**config.mk**
```make
export PLATFORM = sky130hd
export DESIGN_NAME = blink_code_scheduler
export DESIGN_NICKNAME = d
export VERILOG_FILES = /design/src/rtl/blink_code_scheduler.sv
export SDC_FILE = /design/constraint.sdc
export NUM_CORES = 1
export LEC_CHECK = 0
export ABC_CLOCK_PERIOD_IN_PS = 3800
export BUFFER_PORTS_ARGS = -buffer_cell sky130_fd_sc_hd__buf_4
export CAP_MARGIN = 10
export CELL_PAD_IN_SITES_DETAIL_PLACEMENT = 1
export CELL_PAD_IN_SITES_GLOBAL_PLACEMENT = 1
export CORE_MARGIN = 5
export CORE_UTILIZATION = 35
export CTS_BUF_LIST = sky130_fd_sc_hd__clkbuf_8
export DETAILED_ROUTE_END_ITERATION = 10
export GPL_ROUTABILITY_DRIVEN = 0
export GPL_TIMING_DRIVEN = 0
export PLACE_DENSITY_LB_ADDON = 0.15
export REMOVE_ABC_BUFFERS = 1
export SYNTH_ARGS = -nofsm -noshare
export SYNTH_HDL_FRONTEND = slang
export SYNTH_SLANG_ARGS = --single-unit
```
**constraint.sdc**
```tcl
create_clock -name clk -period 3.8 [get_ports clk]
set_clock_uncertainty 0.05 [all_clocks]
set_input_delay 0.19 -clock clk [delete_from_list [all_inputs] [get_ports clk]]
set_output_delay 0.19 -clock clk [all_outputs]
set_load 0.01 [all_outputs]
```
**src/rtl/blink_code_scheduler.sv**
```systemverilog
`default_nettype none
// ============================================================================
// blink_code_scheduler: round-robin shares one status LED between requesters,
// each playing an N-blink code followed by an inter-code gap.   Rev 1.0
// ============================================================================

module blink_code_scheduler #(
  parameter int  NREQ     = 4,
  parameter int  ON_TIME  = 50000000,
  parameter int  OFF_TIME = 25000000,
  parameter int  GAP_TIME = 100000000,
  parameter int  CNT_W    = 27,
  localparam int IDW      = (NREQ > 1) ? $clog2(NREQ) : 1
) (
  input  logic              clk,
  input  logic              rst_n,
  input  logic [NREQ-1:0]   req,
  input  logic [4*NREQ-1:0] code,
  output logic [NREQ-1:0]   ack,
  output logic              busy,
  output logic [IDW-1:0]    active_id,
  output logic              ledpin
);

  typedef enum logic [1:0] {
    S_IDLE = 2'd0,
    S_ON   = 2'd1,
    S_OFF  = 2'd2,
    S_GAP  = 2'd3
  } state_t;

  localparam logic [CNT_W-1:0] ON_RELOAD  = CNT_W'(ON_TIME - 1);
  localparam logic [CNT_W-1:0] OFF_RELOAD = CNT_W'(OFF_TIME - 1);
  localparam logic [CNT_W-1:0] GAP_RELOAD = CNT_W'(GAP_TIME - 1);

  state_t           state_q, state_d;
  logic [CNT_W-1:0] timer_q, timer_d;
  logic [3:0]       remaining_q, remaining_d;
  logic [IDW-1:0]   ptr_q, ptr_d;
  logic [NREQ-1:0]  ack_q, ack_d;
  logic             busy_q, busy_d;
  logic [IDW-1:0]   active_id_q, active_id_d;
  logic             ledpin_q, ledpin_d;

  logic             found_hi;
  logic [IDW-1:0]   idx_hi, idx_any, grant_idx, next_ptr;
  logic [3:0]       code_hi, code_any, grant_code;

  // Descending scan leaves the lowest matching index: idx_hi is the first
  // request at or above the pointer, idx_any the wrap-around fallback.
  always_comb begin
    found_hi = 1'b0;
    idx_hi   = '0;
    idx_any  = '0;
    code_hi  = '0;
    code_any = '0;
    for (int i = NREQ - 1; i >= 0; i--) begin
      if (req[i]) begin
        idx_any  = IDW'(i);
        code_any = code[i*4 +: 4];
        if (IDW'(i) >= ptr_q) begin
          found_hi = 1'b1;
          idx_hi   = IDW'(i);
          code_hi  = code[i*4 +: 4];
        end
      end
    end
    grant_idx  = found_hi ? idx_hi  : idx_any;
    grant_code = found_hi ? code_hi : code_any;
    next_ptr   = (grant_idx == IDW'(NREQ - 1)) ? '0 : grant_idx + IDW'(1);
  end

  always_comb begin
    state_d     = state_q;
    timer_d     = timer_q;
    remaining_d = remaining_q;
    ptr_d       = ptr_q;
    ack_d       = '0;
    busy_d      = busy_q;
    active_id_d = active_id_q;
    ledpin_d    = ledpin_q;

    case (state_q)
      S_IDLE: begin
        if (|req) begin
          ack_d       = NREQ'(1) << grant_idx;
          active_id_d = grant_idx;
          ptr_d       = next_ptr;
          remaining_d = grant_code;
          // A zero-length code consumes the grant but never lights the LED.
          if (grant_code != 4'd0) begin
            state_d     = S_ON;
            ledpin_d    = 1'b1;
            busy_d      = 1'b1;
            timer_d     = ON_RELOAD;
            remaining_d = grant_code - 4'd1;
          end
        end
      end
      S_ON: begin
        if (timer_q == '0) begin
          state_d  = S_OFF;
          ledpin_d = 1'b0;
          timer_d  = OFF_RELOAD;
        end else begin
          timer_d = timer_q - CNT_W'(1);
        end
      end
      S_OFF: begin
        if (timer_q == '0) begin
          if (remaining_q != 4'd0) begin
            state_d     = S_ON;
            ledpin_d    = 1'b1;
            timer_d     = ON_RELOAD;
            remaining_d = remaining_q - 4'd1;
          end else begin
            state_d = S_GAP;
            timer_d = GAP_RELOAD;
          end
        end else begin
          timer_d = timer_q - CNT_W'(1);
        end
      end
      S_GAP: begin
        if (timer_q == '0) begin
          state_d = S_IDLE;
          busy_d  = 1'b0;
        end else begin
          timer_d = timer_q - CNT_W'(1);
        end
      end
      default: begin
        state_d = S_IDLE;
      end
    endcase
  end

  always_ff @(posedge clk or negedge rst_n) begin
    if (!rst_n) begin
      state_q     <= S_IDLE;
      timer_q     <= '0;
      remaining_q <= '0;
      ptr_q       <= '0;
      ack_q       <= '0;
      busy_q      <= 1'b0;
      active_id_q <= '0;
      ledpin_q    <= 1'b0;
    end else begin
      state_q     <= state_d;
      timer_q     <= timer_d;
      remaining_q <= remaining_d;
      ptr_q       <= ptr_d;
      ack_q       <= ack_d;
      busy_q      <= busy_d;
      active_id_q <= active_id_d;
      ledpin_q    <= ledpin_d;
    end
  end

  assign ack       = ack_q;
  assign busy      = busy_q;
  assign active_id = active_id_q;
  assign ledpin    = ledpin_q;

endmodule

`default_nettype wire

```
---- Word level (Yosys, flattened, before mapping) ----
Index checks and enable logic that the tools add are counted.
operators by class
  muxes and demuxes ....................... 63
  shift-type cells ........................ 1
  eq/ne operators ......................... 11
  reduce and logical (&&, ||, !) cells .... 14
  order comparisons ....................... 4
  add/sub/neg operators ................... 4
operators by type and width
  cell                                                                                number
  27-bit two-way mux                                                                  6
  27-bit one-hot mux with 4 select lines                                              1
  4-bit two-way mux                                                                   19
  2-bit two-way mux                                                                   20
  27-bit logical NOT                                                                  1
  27-bit by 1-bit subtractor with 27-bit output, second input constant                1
  2-bit != test, second input constant                                                7
  1-bit two-way mux                                                                   13
  2-bit one-hot mux with 4 select lines                                               1
  4-bit one-hot mux with 2 select lines                                               1
  4-bit AND reduction                                                                 2
  4-bit nonzero test                                                                  2
  4-bit by 1-bit subtractor with 4-bit output, second input constant                  2
  2-bit equality test, second input constant                                          3
  6-bit AND reduction                                                                 1
  5-bit AND reduction                                                                 1
  1-bit by 2-bit greater-or-equal comparator with 1-bit output, first input constant  2
  2-bit greater-or-equal comparator, first input constant                             2
  2-bit nonzero test                                                                  2
  4-bit OR reduction                                                                  1
  1-bit by 2-bit left shift with 4-bit output, first input constant                   1
  1-bit one-hot mux with 3 select lines                                               1
  3-bit AND reduction                                                                 1
  3-bit nonzero test                                                                  1
  5 further kinds                                                                     5
storage, ports and cells
  logic and storage cells ................. 105
  input port bits ......................... 22
  flip-flop bits (word level) ............. 43
  output and inout bits ................... 8

---- Longest topological paths before layout ----
Gate-level depths: netlist of run 1.
  depth after elaboration ................. 14
  gate-level depth with buffers ........... 12
  gate-level depth less buffers ........... 9

---- Worst setup path before layout of run 1 ----
Ideal clock, no wire load.
  path type ............................... register to register
  start ................................... register ptr_q[0]
  end ..................................... register timer_q[22]
  path buffers ............................ 2
  data required time ...................... 3.616 ns
  cell stages (with the launch flop) ...... 12
  library setup time ...................... 0.134 ns
  data arrival time ....................... 2.756 ns
  period minus slack after synthesis ...... 2.940 ns
  path slack .............................. 0.860 ns
  cells stage by stage .................... dfrtp_1 > a21boi_0 > mux2_2 > a211o_1 > o211a_1 > ha_1 > and3_1 > a21o_1 > buf_4 > buf_2 > o31ai_1 > nand3_1
between the ends
  word-level cells in the longest chain between the ends .. 13
  elaborated cells on any way between the ends .. 24
  those cells by class .................... 4 x order compare; 1 x eq/ne; 17 x mux; 2 x reduce/logical
ends and longest elaborated chain
  what                                                           line  text
  from (decl)                                                    39    logic [IDW-1:0] ptr_q, ptr_d;
  from (signal assigned)                                         152   ptr_q <= ptr_d;
  2-bit greater-or-equal comparator                              61    if (IDW'(i) >= ptr_q) begin
  4-bit two-way mux / 1-bit two-way mux (equally long branches)  61
  4-bit two-way mux / 1-bit two-way mux (equally long branches)  58    if (req[i]) begin
  4-bit two-way mux / 1-bit two-way mux (equally long branches)  61
  4-bit two-way mux / 1-bit two-way mux (equally long branches)  58
  4-bit two-way mux / 1-bit two-way mux (equally long branches)  61
  4-bit two-way mux / 1-bit two-way mux (equally long branches)  58
  4-bit two-way mux / 1-bit two-way mux (equally long branches)  61
  4-bit two-way mux / 1-bit two-way mux (equally long branches)  58
  4-bit two-way mux (*)                                          69    grant_code = found_hi ? code_hi : code_any;
  4-bit nonzero test (*)                                         91    if (grant_code != 4'd0) begin
  2-bit != test (no source line) (*)                             -
  3-bit AND reduction (no source line) (*)                       -
  to (signal assigned)                                           150   timer_q <= timer_d;
  to (decl)                                                      37    logic [CNT_W-1:0] timer_q, timer_d;
Mark *: on every way between the ends. The rest lies on a longest branch, timed or not.
A chain may end at the register's enable or synchronous reset.

---- Worst setup path in the final report of run 1 ----
  start ................................... register ptr_q[1]
  end ..................................... register timer_q[7]
The elaborated chain is that of the path after synthesis.

==> flow_metrics.py, run 1 <==
metrics = {
    "setup_path": {
        "arrival_ps": 3690,
        "critPathKind": "reg2reg",
        "start_kind": "register",
        "cp.required_ps": 3940,
        "path_max_fanout": 14,
        "r2r_slack_ps": 250,
        "endpoint_kind": "register",
    },
    "sta": {
        "rsz0062_at_grt": "no",
        "hold_viol": 0,
        "setup_viol": 0,
        "tns_ps": 0,
        "worst_slew_pin_slew_ps": 798,
        "relSlewSlack_pct": 46.3,
        "final_max_slew_viol_count": 0,
        "finalCritPeriodShare_pct": 93.4,
        "fin_crit_ps": 3550,
        "fin_ws_ps": 253,
        "fmax_mhz": 282,
    },
    "drt": {
        "num_vias": 3025,
        "drt-pass1-iter-count": 4,
        "avgViaCountPerCell": 5.90,
        "wl_per_cell_um": 17.9,
        "routed_wl_um": 9180,
        "antenna_left": 0,
        "drt-initial-drc-count": 137,
        "drc_errors": 0,
    },
    "grt": {
        "antenna_found_initial": 0,
        "grt_pass1_wl_um": 15800,
        "grt_overflow": 0,
        "grt_max_degree": 44,
        "grt.total_usage_pct": 17.5,
        "grt_pass1_vias": 3084,
    },
    "job": {
        "cap_violations": 0,
    },
    "finish": {
        "layout.nets": 434,
        "most-common-layout-cells": "48 x nand2_1, 43 x dfrtp_1, 30 x nor2_1",
        "final_area_sq_um": 3490,
        "multi_input_comb_area_sq_um": 1900,
        "nFillCells": 1052,
        "regArea_sq_um": 1080,
        "layout.cells.most_common": "nand2_1",
        "layout.cells.non_filler": 513,
        "area_growth_pct": 11.6,
        "insertedDiodeCount": 0,
        "drive_gt1_share_pct": 12.6,
    },
    "power_and_ir_drop": {
        "power_uw": 1630,
        "ir_drop_mv": 0.184,
        "leakage_uw": 0.00143,
        "p_per_area_nw_per_um2": 468,
    },
    "floorplan": {
        "ios": 30,
        "die_w_um": 105,
        "fp-row-count": 34,
        "core-area_sq_um": 8720,
        "dieArea_sq_um": 10900,
        "initial_utilization_pct": 35.9,
        "die_height_um": 105,
    },
    "placed_design": {
        "placedInstanceArea_sq_um": 3370,
        "placedCellCount": 504,
        "dpl.hpwl_um": 6790,
        "port_buffers": 29,
        "pre_cts_ws_ps": -301,
    },
    "clocking": {
        "htree_levels": 2,
        "cts_made_buffers": 5,
        "cts_tree": "built",
        "path_clk_slew_ps": 90,
        "clockBufferDepth": 2,
        "clkLatencyLatePin_ps": 300,
        "cts_root_buffer": "clkbuf_8",
        "cts_sinks": 43,
    },
    "synthesis": {
        "synth_area_sq_um": 3130,
        "ys_warn_count": 0,
        "async_flop_share_pct": 100,
        "avgSynthCellArea_sq_um": 8.12,
        "ys_seq_elements": 43,
        "ys_seq_area_share_pct": 34.4,
        "synth_cell_types": 64,
        "synth_flop_cell": "dfrtp_1",
        "synth_edf_count": 0,
        "synthCells": 385,
    },
    "worst_hold_path": {
        "hp-class": "in2async",
    },
    "status": {
        "status": "complete, no violations",
    },
}
==> layer usage <==
metal  global-route usage (%)  part of all wire [%]  up-vias
li1                         -                     -     1457
met2                     29.0                    47       48
met5                        0                     0        -
met1                     24.2                    49     1515
met4                     3.61                  0.90        0
met3                     2.67                   3.1        5
==> critical path: stages (launching register included) <==
cell,delay [ps]
dfrtp_1,530
a21boi_1,430
mux2_2,390
a211o_1,290
o211a_1,160
ha_1,250
and3_1,190
a21oi_2,510
nand2_1,350
a32o_1,300
==> cell type report <==
type                       count  area share [%]
clock inverter                 1           0.215
timing repair buffer          30            6.53
inverter                      12            1.29
tap                          108            3.87
clock buffer                   7            2.76
sequential                    43            30.8
multi-input combinational    312            54.5
==> final timing paths <==
check	cells past startpoint	from	end
max	9	ptr_q[1]$_DFFE_PN0P_	timer_q[7]$_DFFE_PN0P_
min	2	rst_n	ack[0]$_DFF_PN0_
max reg2reg	9	ptr_q[1]$_DFFE_PN0P_	timer_q[7]$_DFFE_PN0P_
min reg2reg	2	active_id[1]$_DFFE_PN0P_	active_id[1]$_DFFE_PN0P_
max in group asynchronous	2	rst_n	timer_q[15]$_DFFE_PN0P_
min in group clk	6	code[2]	remaining_q[2]$_DFFE_PN0P_
==> power by group <==
part	switching, uW	total (uW)	internal (uW)
Combinational	369	640	270
Clock	168	333	166
Sequential	118	661	543
Total	655	1630	979
==> repair_timing <==
| action | CTS | global route |
|---|---|---|
| buffers inserted | 0 | 0 |
| resized for setup | 1 | 1 |
| endpoints found under the hold margin | 43 | 0 |
| hold buffers | 1 | 0 |
| setup endpoints to repair | 9 | 7 |
==> logic make-up (layout without fill, tap and decap cells) <==
group                    after synthesis  after routing  synth area share, %
AND/OR/NAND/NOR                      187            187                 32.3
flip-flops                            43             43                 34.4
adder cells (fa/ha/maj)                9              9                 3.52
XOR/XNOR                               5              5                 1.40
multiplexers                           2              2                0.680
buffers and inverters                 30             50                 4.88
AO/OA/AOI/OAI                        109            109                 22.9
==> registers in the layout, indices dropped and copies added (netlist names) <==
name	cells
timer_q	27
ack	4
remaining_q	4
active_id	2
ptr_q	2
state_q	2
busy	1
ledpin	1
==> synth_stat cells, drive strengths merged, types with 3 or more instances <==
| master | count | area (sq um) |
|---|---|---|
| nand2 | 48 | 180 |
| dfrtp | 43 | 1080 |
| nor2 | 31 | 119 |
| o21ai | 30 | 154 |
| a21oi | 23 | 115 |
| nand3 | 18 | 90.1 |
| inv | 12 | 45.0 |
| nor3 | 12 | 65.1 |
| and2 | 10 | 65.1 |
| buf | 10 | 77.6 |
| nor4 | 10 | 68.8 |
| nor2b | 9 | 56.3 |
| a31oi | 8 | 50.1 |
| clkbuf | 8 | 30.0 |
| ha | 8 | 100 |
| nand3b | 8 | 60.1 |
| or3 | 7 | 43.8 |
| nand2b | 6 | 37.5 |
| or4 | 6 | 45.0 |
| a21o | 5 | 37.5 |
| a311oi | 5 | 43.8 |
| and3 | 5 | 41.3 |
| and4 | 5 | 43.8 |
| a21boi | 4 | 30.0 |
| nor3b | 4 | 30.0 |
| o211ai | 4 | 30.0 |
| o21a | 4 | 30.0 |
| o22ai | 3 | 18.8 |
| o41ai | 3 | 26.3 |
| xor2 | 3 | 26.3 |
==> per-stage QoR <==
stage | utilization [%] | hold slack (ps)
after global placement | 38.7 | 184
final | 40.0 | 363
after global routing | 40.0 | 383
after CTS | 40.0 | 357
after detailed placement | 38.7 | 183
after floorplan | - | -156
Power figures use the tool's default switching activity.
==> run 2, diff against run 1 <==
ABC_CLOCK_PERIOD_IN_PS = 3050   (was 3800)
clock period = 3.05 ns   (was 3.8 ns; I/O delays follow)
==> flow_metrics.py, run 2 (synthesized netlist as in run 1, its figures left out) <==
metrics = {
    "floorplan": {
        "core-area_sq_um": 8720,
        "ios": 30,
        "initial_utilization_pct": 35.9,
        "die_w_um": 105,
        "dieArea_sq_um": 10900,
        "die_height_um": 105,
        "fp-row-count": 34,
    },
    "worst_hold_path": {
        "hp-class": "in2async",
    },
    "power_and_ir_drop": {
        "internal_power_uw": 1270,
        "leakage_uw": 0.00147,
        "swShare_pct": 40.3,
        "clock_power_share_pct": 19.6,
        "p_switching_uw": 859,
        "power_frac_comb_pct": 41.8,
        "p_per_area_nw_per_um2": 592,
        "ir_drop_mv": 0.233,
        "seq_power_share_pct": 38.6,
    },
    "finish": {
        "final_util_pct": 41.2,
        "most-common-layout-cells": "48 x nand2_1, 41 x dfrtp_1, 36 x buf_4",
        "layout.cells.most_common": "nand2_1",
        "area_growth_pct": 15.0,
        "nFillCells": 1039,
        "drive_gt1_share_pct": 16.0,
        "layout.cells.non_filler": 521,
        "layout.nets": 442,
        "insertedDiodeCount": 0,
        "regMostFlops": "timer_q",
        "largest_reg_flops": 27,
    },
    "drt": {
        "antenna_left": 0,
        "num_vias": 3061,
        "wl_per_cell_um": 18.6,
        "avgViaCountPerCell": 5.88,
        "drt-pass1-iter-count": 4,
        "drc_errors": 0,
        "drt-initial-drc-count": 145,
        "routed_wl_um": 9680,
    },
    "clocking": {
        "htree_levels": 2,
        "clkLatencyLatePin_ps": 300,
        "clockBufferDepth": 2,
        "path_clk_slew_ps": 80,
        "cts_root_buffer": "clkbuf_8",
        "cts_sinks": 43,
        "cts_tree": "built",
        "cts_made_buffers": 5,
    },
    "grt": {
        "grt_overflow": 0,
        "grt_pass1_vias": 3161,
        "grt_pass1_wl_um": 16300,
        "antenna_found_initial": 0,
        "grt.total_usage_pct": 18.2,
        "grt_max_degree": 44,
    },
    "placed_design": {
        "dpl.hpwl_um": 6790,
        "port_buffers": 29,
        "placedCellCount": 504,
    },
    "setup_path": {
        "reg2reg_from": "ptr_q[1]$_DFFE_PN0P_",
        "r2r_end": "timer_q[10]$_DFFE_PN0P_",
        "cp.required_ps": 3230,
        "start_kind": "register",
        "path_max_fanout": 11,
        "r2r_slack_ps": 80,
        "rr_worst_depth": 10,
        "arrival_ps": 3150,
        "endpoint_kind": "register",
        "critPathKind": "reg2reg",
    },
    "sta": {
        "fmax_mhz": 337,
        "finalCritPeriodShare_pct": 97.4,
        "relSlewSlack_pct": 42.3,
        "fin_crit_ps": 2970,
        "worst_slew_pin_slew_ps": 858,
        "rsz0062_at_grt": "no",
        "setup_viol": 0,
        "final_max_slew_viol_count": 0,
        "hold_viol": 0,
    },
    "status": {
        "status": "complete, no violations",
    },
    "job": {
        "cap_violations": 0,
    },
}
[run 2: critical path, stage by stage, from the launching register on]
cell and delay [ps]:
dfrtp_2 470, buf_4 160, and3b_1 170, a211o_1 280
a32o_1 200, a21o_1 190, ha_1 260, and3_4 200
a21o_4 250, or4b_1 510, a21oi_1 150
[run 2: area by class of cell]
cell class	instances	area (sq um)	area share, %
clock inverter	1	7.51	0.209
sequential	43	1080	30.0
clock buffer	7	96.3	2.68
inverter	12	45.0	1.25
timing repair buffer	37	280	7.79
tap	108	135	3.76
multi-input combinational	313	1950	54.3
[run 2: timing repair]
item | 4_1_cts | 5_1_grt
cloned | 1 | 0
hold endpoints to repair | 43 | 0
endpoints found under the setup margin | 26 | 12
gates resized for setup | 11 | 4
hold buffers | 1 | 0
pin swaps | 3 | 0
setup buffers | 7 | 0
[run 2: worst max path at each step]
stage / from / end / slack (ps) / cells past startpoint
after global placement: ptr_q[1]$_DFFE_PN0P_ / timer_q[24]$_DFFE_PN0P_ / -1050 / 9
after floorplan: ptr_q[1]$_DFFE_PN0P_ / timer_q[10]$_DFFE_PN0P_ / -70 / 9
after CTS: ptr_q[1]$_DFFE_PN0P_ / timer_q[10]$_DFFE_PN0P_ / 40 / 10
after detailed placement: ptr_q[1]$_DFFE_PN0P_ / timer_q[7]$_DFFE_PN0P_ / -1050 / 9
after global routing: ptr_q[1]$_DFFE_PN0P_ / timer_q[10]$_DFFE_PN0P_ / 4 / 10
final: ptr_q[1]$_DFFE_PN0P_ / timer_q[10]$_DFFE_PN0P_ / 80 / 10
[run 2: routing by layer]
layer | global-route usage [%] | up-vias | part of all wire (%)
met5 | 0 | - | 0
met3 | 3.35 | 5 | 3.4
met4 | 3.61 | 0 | 0.90
met1 | 24.8 | 1530 | 48
met2 | 30.3 | 46 | 47
li1 | - | 1480 | -
[run 2: through the flow]
step                      setup WS [ps]  TNS (ps)  hold slack, ps  instance area [sq um]  power (uW)
after global routing               3.51         0             346                   3600        2310
after CTS                          35.1         0             320                   3580        2150
after global placement            -1050    -14620             146                   3370        1600
after detailed placement          -1050    -15360             146                   3370        1630
final                              79.7         0             328                   3600        2130
after floorplan                   -71.3      -229            -193                   3020        1350
[run 2: power by group through the flow]
| stage | Sequential (uW) | Combinational [uW] | Clock (uW) |
|---|---|---|---|
| after detailed placement | 831 | 804 | 0 |
| after global routing | 842 | 1010 | 458 |
| after floorplan | 792 | 562 | 0 |
| final | 823 | 890 | 418 |
| after CTS | 820 | 890 | 436 |
| after global placement | 819 | 777 | 0 |
==> run 3, diff against run 2 <==
CORE_ASPECT_RATIO = 0.7   (was unset)
RECOVER_POWER = 25   (was unset)
==> flow_metrics.py, run 3 (synthesized netlist as in run 1, its figures left out) <==
metrics = {
    "finish": {
        "area_growth_pct": 16.9,
        "layout.cells.most_common": "nand2_1",
        "drive_gt1_share_pct": 17.1,
        "regMostFlops": "timer_q",
        "most-common-layout-cells": "48 x nand2_1, 41 x dfrtp_1, 37 x buf_4",
        "layout.nets": 445,
        "layout.cells.non_filler": 536,
        "final_util_pct": 42.6,
        "insertedDiodeCount": 0,
        "largest_reg_flops": 27,
        "nFillCells": 1040,
    },
    "clocking": {
        "htree_levels": 2,
        "path_clk_slew_ps": 90,
        "clockBufferDepth": 2,
        "cts_made_buffers": 5,
        "clkLatencyLatePin_ps": 310,
        "cts_root_buffer": "clkbuf_8",
        "cts_tree": "built",
        "cts_sinks": 43,
    },
    "drt": {
        "antenna_left": 0,
        "drt-initial-drc-count": 116,
        "num_vias": 3066,
        "avgViaCountPerCell": 5.72,
        "wl_per_cell_um": 18.5,
        "routed_wl_um": 9900,
        "drc_errors": 0,
        "drt-pass1-iter-count": 6,
    },
    "power_and_ir_drop": {
        "ir_drop_mv": 0.231,
        "p_per_area_nw_per_um2": 606,
        "power_uw": 2220,
        "leakage_uw": 0.00150,
    },
    "grt": {
        "antenna_found_initial": 0,
        "use_met3_pct": 3.29,
        "grt.met2_usage_pct": 30.1,
        "use_met1_pct": 28.0,
        "grt_overflow": 0,
        "grt_pass1_wl_um": 16500,
        "grt.busiest_layer": "met2",
        "grt_max_degree": 44,
        "grt_pass1_vias": 3166,
        "grt.total_usage_pct": 19.2,
    },
    "setup_path": {
        "slowest_delay_ps": 500,
        "start_kind": "register",
        "rr_worst_depth": 10,
        "reg2reg_from": "ptr_q[1]$_DFFE_PN0P_",
        "cp_num_buf_inv": 1,
        "r2r_end": "timer_q[10]$_DFFE_PN0P_",
        "path_cells": "buf_4, and3b_1, a211o_1, a32o_1, a21o_1, ha_2, and3_4, a21o_4, or4b_1, a21oi_1",
        "r2r_slack_ps": 120,
        "critPathKind": "reg2reg",
        "critical_path.slowest_cell": "or4b_1",
        "arrival_ps": 3120,
        "critPathTopFamily": "compound AO/OA/AOI/OAI gates",
        "endpoint_kind": "register",
        "path_max_fanout": 7,
        "cp.required_ps": 3240,
    },
    "floorplan": {
        "initial_utilization_pct": 36.4,
        "dieArea_sq_um": 11000,
        "die_w_um": 123,
        "fp-row-count": 28,
        "core-area_sq_um": 8580,
        "ios": 30,
        "die_height_um": 89.1,
    },
    "worst_hold_path": {
        "hold-path-cell-count": 4,
        "hp-class": "in2reg",
        "min_from": "req[1]",
        "holdPathEnd": "active_id[1]$_DFFE_PN0P_",
    },
    "status": {
        "status": "complete, no violations",
    },
    "placed_design": {
        "placedCellCount": 516,
        "pre_cts_ws_ps": -1120,
        "port_buffers": 29,
        "dpl.hpwl_um": 7020,
    },
    "sta": {
        "hold_viol": 0,
        "setup_viol": 0,
        "holdWs_ps": 302,
        "final_max_slew_viol_count": 0,
        "fmax_mhz": 341,
        "finalCritPeriodShare_pct": 96.1,
        "fin_ws_ps": 119,
        "relSlewSlack_pct": 25.1,
        "worst_slew_pin_slew_ps": 1120,
        "rsz0062_at_grt": "no",
        "fin_crit_ps": 2930,
    },
    "job": {
        "cap_violations": 0,
    },
}
==> run 3: cell type report <==
cell class	count	area, sq um	area share (%)
sequential	43	1080	29.5
tap	120	150	4.11
clock inverter	2	35.0	0.958
clock buffer	6	82.6	2.26
timing repair buffer	39	293	8.01
inverter	12	45.0	1.23
multi-input combinational	314	1970	53.9
==> run 3: worst max path at each step <==
stage	startpoint	endpoint	slack, ps	depth (start not counted)
floorplan	ptr_q[1]$_DFFE_PN0P_	timer_q[10]$_DFFE_PN0P_	-70	9
global placement	ptr_q[1]$_DFFE_PN0P_	timer_q[24]$_DFFE_PN0P_	-1080	9
detailed placement	ptr_q[1]$_DFFE_PN0P_	timer_q[7]$_DFFE_PN0P_	-1120	9
CTS	ptr_q[1]$_DFFE_PN0P_	timer_q[10]$_DFFE_PN0P_	6	9
global route	ptr_q[1]$_DFFE_PN0P_	timer_q[10]$_DFFE_PN0P_	20	10
finish	ptr_q[1]$_DFFE_PN0P_	timer_q[10]$_DFFE_PN0P_	120	10
==> run 3: what timing repair did <==
| action | CTS | global route |
|---|---|---|
| gates cloned | 1 | 1 |
| pin swaps | 3 | 2 |
| hold buffers | 1 | 0 |
| setup endpoints to repair | 32 | 17 |
| setup buffers | 7 | 2 |
| gates resized for setup | 11 | 5 |
| hold endpoints to repair | 43 | 0 |
==> run 3: worst min-delay path: stages <==
cell,delay (ps)
buf_4,160
a21oi_1,80
nand2_1,120
o21ai_0,100
==> run 3: per-layer routing <==
metal,wire [um],vias to the layer above
met5,0,-
met3,359,6
li1,-,1488
met4,67,0
met2,4280,42
met1,5190,1530
==> run 3: where the power goes <==
| part | switching [uW] | internal, uW |
|---|---|---|
| Combinational | 519 | 384 |
| Clock | 230 | 266 |
| Sequential | 138 | 680 |
==> run 3: metrics by stage <==
step / setup TNS, ps / instance area (sq um)
finish: 0 / 3660
CTS: 0 / 3610
detailed placement: -18330 / 3390
global placement: -16240 / 3390
global route: 0 / 3660
floorplan: -229 / 3020
